## src/rtl/fft_input.sv

```systemverilog
// Serial complex-sample receiver: four-phase req/ans capture of one N-sample frame
// into a block buffer (optionally bit-reversed), held for the FFT core until released.
module fft_input #(
   parameter int LOG2N  = 3,
   parameter bit BITREV = 1'b1,
   parameter int DW     = 16
) (
   input  logic             clk,
   input  logic             rstn,
   input  logic             en,
   input  logic             req_i,
   input  logic [DW-1:0]    data_iR,
   input  logic [DW-1:0]    data_iJ,
   output logic             ans_o,
   output logic             req_o,
   output logic             done_o,
   output logic             full_o,
   input  logic [LOG2N-1:0] rd_addr_i,
   output logic [DW-1:0]    rd_data_oR,
   output logic [DW-1:0]    rd_data_oJ,
   input  logic             release_i
);

   localparam int N = 1 << LOG2N;

   typedef enum logic [1:0] {
      RECV = 2'd0,
      ACK  = 2'd1,
      FULL = 2'd2
   } state_t;

   state_t             state_reg, state_next;
   logic [LOG2N-1:0]   cnt_reg, cnt_next;
   logic               done_reg, done_next;
   logic               wr_en;
   logic [LOG2N-1:0]   cnt_rev;
   logic [LOG2N-1:0]   wr_addr;
   logic [2*DW-1:0]    mem [N];
   logic [DW-1:0]      rd_r_reg, rd_j_reg;

   generate
      for (genvar gi = 0; gi < LOG2N; gi++) begin : g_rev
         assign cnt_rev[gi] = cnt_reg[LOG2N-1-gi];
      end
      if (BITREV) begin : g_addr_rev
         assign wr_addr = cnt_rev;
      end else begin : g_addr_lin
         assign wr_addr = cnt_reg;
      end
   endgenerate

   always_ff @(posedge clk) begin
      if (!rstn) begin
         state_reg <= RECV;
         cnt_reg   <= '0;
         done_reg  <= 1'b0;
      end else begin
         state_reg <= state_next;
         cnt_reg   <= cnt_next;
         done_reg  <= done_next;
      end
   end

   // cnt has already advanced when ACK completes, so a wrapped count of zero
   // means the sample just acknowledged was the last one of the frame.
   always_comb begin
      state_next = state_reg;
      cnt_next   = cnt_reg;
      done_next  = 1'b0;
      wr_en      = 1'b0;
      case (state_reg)
         RECV: begin
            if (en && req_i) begin
               wr_en      = rstn;
               cnt_next   = cnt_reg + 1'b1;
               state_next = ACK;
            end
         end
         ACK: begin
            if (!req_i) begin
               if (cnt_reg == '0) begin
                  state_next = FULL;
                  done_next  = 1'b1;
               end else begin
                  state_next = RECV;
               end
            end
         end
         FULL: begin
            if (release_i) begin
               state_next = RECV;
            end
         end
         default: begin
            state_next = RECV;
         end
      endcase
   end

   always_ff @(posedge clk) begin
      if (wr_en) begin
         mem[wr_addr] <= {data_iR, data_iJ};
      end
   end

   // Read-before-write: a same-cycle write to rd_addr_i is seen one cycle later.
   always_ff @(posedge clk) begin
      if (!rstn) begin
         rd_r_reg <= '0;
         rd_j_reg <= '0;
      end else begin
         {rd_r_reg, rd_j_reg} <= mem[rd_addr_i];
      end
   end

   assign ans_o      = (state_reg == ACK);
   assign req_o      = (state_reg != FULL);
   assign full_o     = (state_reg == FULL);
   assign done_o     = done_reg;
   assign rd_data_oR = rd_r_reg;
   assign rd_data_oJ = rd_j_reg;

endmodule

```

## config.mk

```make
export PLATFORM = sky130hd
export DESIGN_NAME = fft_input
export DESIGN_NICKNAME = d
export VERILOG_FILES = /design/src/rtl/fft_input.sv
export SDC_FILE = /design/constraint.sdc
export NUM_CORES = 1
export LEC_CHECK = 0
export CAP_MARGIN = 10
export CORE_MARGIN = 1
export CORE_UTILIZATION = 58
export CTS_BUF_LIST = sky130_fd_sc_hd__clkbuf_16
export CTS_CLUSTER_SIZE = 8
export DETAILED_ROUTE_END_ITERATION = 10
export GPL_TIMING_DRIVEN = 1
export PLACE_DENSITY = 0.79
export REMOVE_ABC_BUFFERS = 1
export SLEW_MARGIN = 20
export SYNTH_ARGS = -nofsm -noshare
export SYNTH_HDL_FRONTEND = slang
export SYNTH_SLANG_ARGS = --single-unit
export TNS_END_PERCENT = 30
```

## constraint.sdc

```tcl
create_clock -name clk -period 3.87 [get_ports clk]
set_clock_uncertainty 0.15 [all_clocks]
set_input_delay 1.161 -clock clk [delete_from_list [all_inputs] [get_ports clk]]
set_output_delay 1.161 -clock clk [all_outputs]
set_load 0.01 [all_outputs]
```

==> summary.txt <==
STA
  – Final Slew Violations: 0
  – Fmax: 0.338 GHz
  – Final Cycle Share: 0.765
  – RSZ-0062 raised after global routing: false
  – Setup TNS: 0 ps
  – Post-layout minimum cycle time: 2960 ps
  – Slew @ Worst Pin: 885 ps
  – Setup ws final: 909 ps
  – Final setup viols: 0
  – Max_slew headroom: 0.410
  – Final count of hold timing violations: 0

Layout
  – Layout cells sized above 1: 0.220
  – Max reg flops: around 260
  – N_diodes: 0
  – Area delta synth->final: 21.5%
  – Reg with most FFs: mem
  – Nets@finish: around 640
  – Finished Layout Cells: 860

Worst setup path
  – Worst Setup Start Kind: flip-flop
  – Reg-to-Reg Start: state_reg[1]
  – Critical-path cell with the highest stage delay: clkdlybuf4s50_1
  – Crit-path leading delay family: buffers and inverters
  – CP startpoint: state_reg[0]
  – Buffers & Inverters on Critical Path: 1
  – CP cell instances: nor2b_1 -> clkdlybuf4s50_1
  – Crit end category: output port
  – WP data arrival: roughly 1700 ps
  – Slowest cell delay on critical path: 580 ps
  – Worst endpoint required time: 2560 ps
  – Critical path class: flip-flop to output port
  – Maximum fanout along the worst path: 3

Power
  – Sw Ratio: 0.205
  – Max IR drop VDD: 0.364 mV
  – Pwr/cell area: 541 nW/um^2
  – Comb pwr share: 0.049
  – Lkg Pwr: 0.00455 uW
  – Psw: about 1400 uW
  – Clk pwr share: 0.454
  – Reg power frac: 0.497
  – P_int: 5620 uW

Placed design
  – Placed Instances: 783
  – Final GP Congestion: between 0.7 and 0.8
  – Hpwl dp: 11.6 mm
  – Setup WS pre-CTS: 373 ps
  – # port buffers: 75

Drt
  – DR iter-0 viols: about 450
  – DRC viols: 17
  – Total Routed Length: 20.7 mm
  – Avg WL per Cell: 24.1 um
  – Detail Route Antenna Nets: 0
  – Via count: 5082
  – DRT Pass-1 Iters: 7
  – Routed vias/inst: 5.91

Clock tree
  – Clock buffer depth: 3
  – CTS clock-pin slew for the worst setup and hold paths: 50 ps
  – TritonCTS clock tree: built
  – Post CTS Setup Buffer Count: 0
  – Insertion delay to the later sink of the worst-skew pair: 520 ps
  – H-tree levels: 2
  – Cts bufs inserted: 42
  – Clk root buf: clkbuf_16
  – CTS Hold Bufs: 0
  – Resize count post-CTS: 0
  – Clk sinks: just under 300

Floorplanning
  – Vert. Die Dim: 138 um
  – Die X: 138 um
  – Core Rows: between 40 and 50
  – Num ports: 76
  – Core Footprint: 18100 sq um
  – Starting density of the core: 0.595
  – Full die area: approximately 19000 sq um

Synthesis
  – Synth area leaders: edfxtp_1 71%, mux4_2 13%, dfxtp_1 7.1%, mux2i_1 3.1%, nor2_1 1.3%
  – Ys Warns: 0
  – FF+latch count, synth: 294
  – Post-Synthesis Cells: 481
  – Post-Syn Area per Cell: 22.4 sq um
  – Yosys top cell area share: 0.714
  – Post-synth top area cell: edfxtp_1
  – Synth Cell Area: ~11000 sq um
  – Unique masters post-synth: 23
  – Register area share after synthesis: 0.785

GRT
  – Vias in the first global route: between 5000 and 6000
  – Antenna violations before repair: 0
  – GRT overflow: 0
  – Largest net degree at the start of global routing: 41
  – GRT Overall Usage: 0.229
  – Global-route wire length before repair: approximately 32 mm

Outcome
  – Failing checks: DRC
  – Outcome: finished, violations left

Hold path
  – Min-delay src: cnt_reg[1]
  – HP Class: flip-flop to flip-flop

Flow run
  – Maxcap violations: 0
metrics by stage:
| step | cell area [sq um] | utilization | total power, uW | hold slack, ps |
|---|---|---|---|---|
| 2_1_floorplan | 10600 | - | 3710 | 364 |
| 3_3_place_gp | 11900 | 0.657 | 3910 | 394 |
| 3_5_place_dp | 11900 | 0.657 | 3920 | 412 |
| 4_1_cts | 13100 | 0.723 | 7110 | 421 |
| 5_1_grt | 13100 | 0.723 | 7280 | 470 |
| 6_report | 13100 | 0.723 | 7070 | 412 |
cell usage after synthesis (all sizes together):
| cell type | count |
|---|---|
| inv | 5 |
| nand2b | 2 |
| clkbuf | 4 |
| buf | 19 |
| nor2b | 1 |
| and2 | 1 |
| nor4bb | 1 |
| a211oi | 1 |
| xnor2 | 1 |
| ha | 6 |
| mux4 | 64 |
| nor2 | 38 |
| dfxtp | 38 |
| nand3 | 1 |
| mux2i | 33 |
| and3 | 8 |
| a21oi | 2 |
| edfxtp | 256 |
power groups by stage:
stage               combinational, uW  clock, uW  sequential [uW]
floorplan                         125          0             3580
global placement                  336          0             3570
detailed placement                347          0             3570
CTS                               351       3250             3510
global route                      371       3400             3510
finish                            348       3210             3510
final cells by class:
cell class | instances | area (sq um)
Sequential cell | 294 | 8450
Fill cell | 986 | 5010
Multi-Input combinational cell | 159 | 2120
Timing Repair Buffer | 96 | 998
Clock inverter | 35 | 154
Inverter | 5 | 18.8
Clock buffer | 42 | 1050
Tap cell | 229 | 287
logic make-up after synthesis:
| group | after synthesis | share of synthesized area |
|---|---|---|
| buffers and inverters | 28 | 0.0191 |
| DFF | 294 | 0.785 |
| adders and majority gates | 6 | 0.00697 |
| xor gates and xnor gates | 1 | 0.000814 |
| and+or+nand+nor | 52 | 0.0216 |
| AOI/OAI and AO/OA | 3 | 0.00163 |
| muxes | 97 | 0.165 |
layer usage:
layer | vias up | share of wire | global-route usage
li1 | 2208 | - | -
met1 | 2653 | 0.42 | 0.318
met2 | 196 | 0.51 | 0.379
met3 | 25 | 0.057 | 0.0468
met4 | 0 | 0.012 | 0.0585
met5 | - | 0 | 0
layout by cell type (no fill, tap or decap), types with 6 or more instances in the layout:
| cell type | netlist | final |
|---|---|---|
| dfxtp_1 | 38 | 38 |
| nor2_1 | 38 | 38 |
| and3_2 | 0 | 8 |
| ha_1 | 6 | 6 |
| clkdlybuf4s50_1 | 0 | 72 |
| edfxtp_1 | 256 | 256 |
| mux4_2 | 62 | 62 |
| buf_4 | 0 | 15 |
| clkbuf_16 | 0 | 42 |
| buf_12 | 3 | 8 |
| mux2i_1 | 33 | 33 |
| inv_1 | 5 | 35 |
tightest hold or removal path, stage by stage (launching register included):
cell	delay, ps
dfxtp_1	330
mux2i_1	130
nor2_1	50
worst paths after layout:
check,to,slack (ps),cells past startpoint
max,ans_o,910,2
min,cnt_reg[1],410,2
max reg2reg,mem[0][22],1690,4
min reg2reg,cnt_reg[1],410,2
Power figures use the tool's default switching activity.
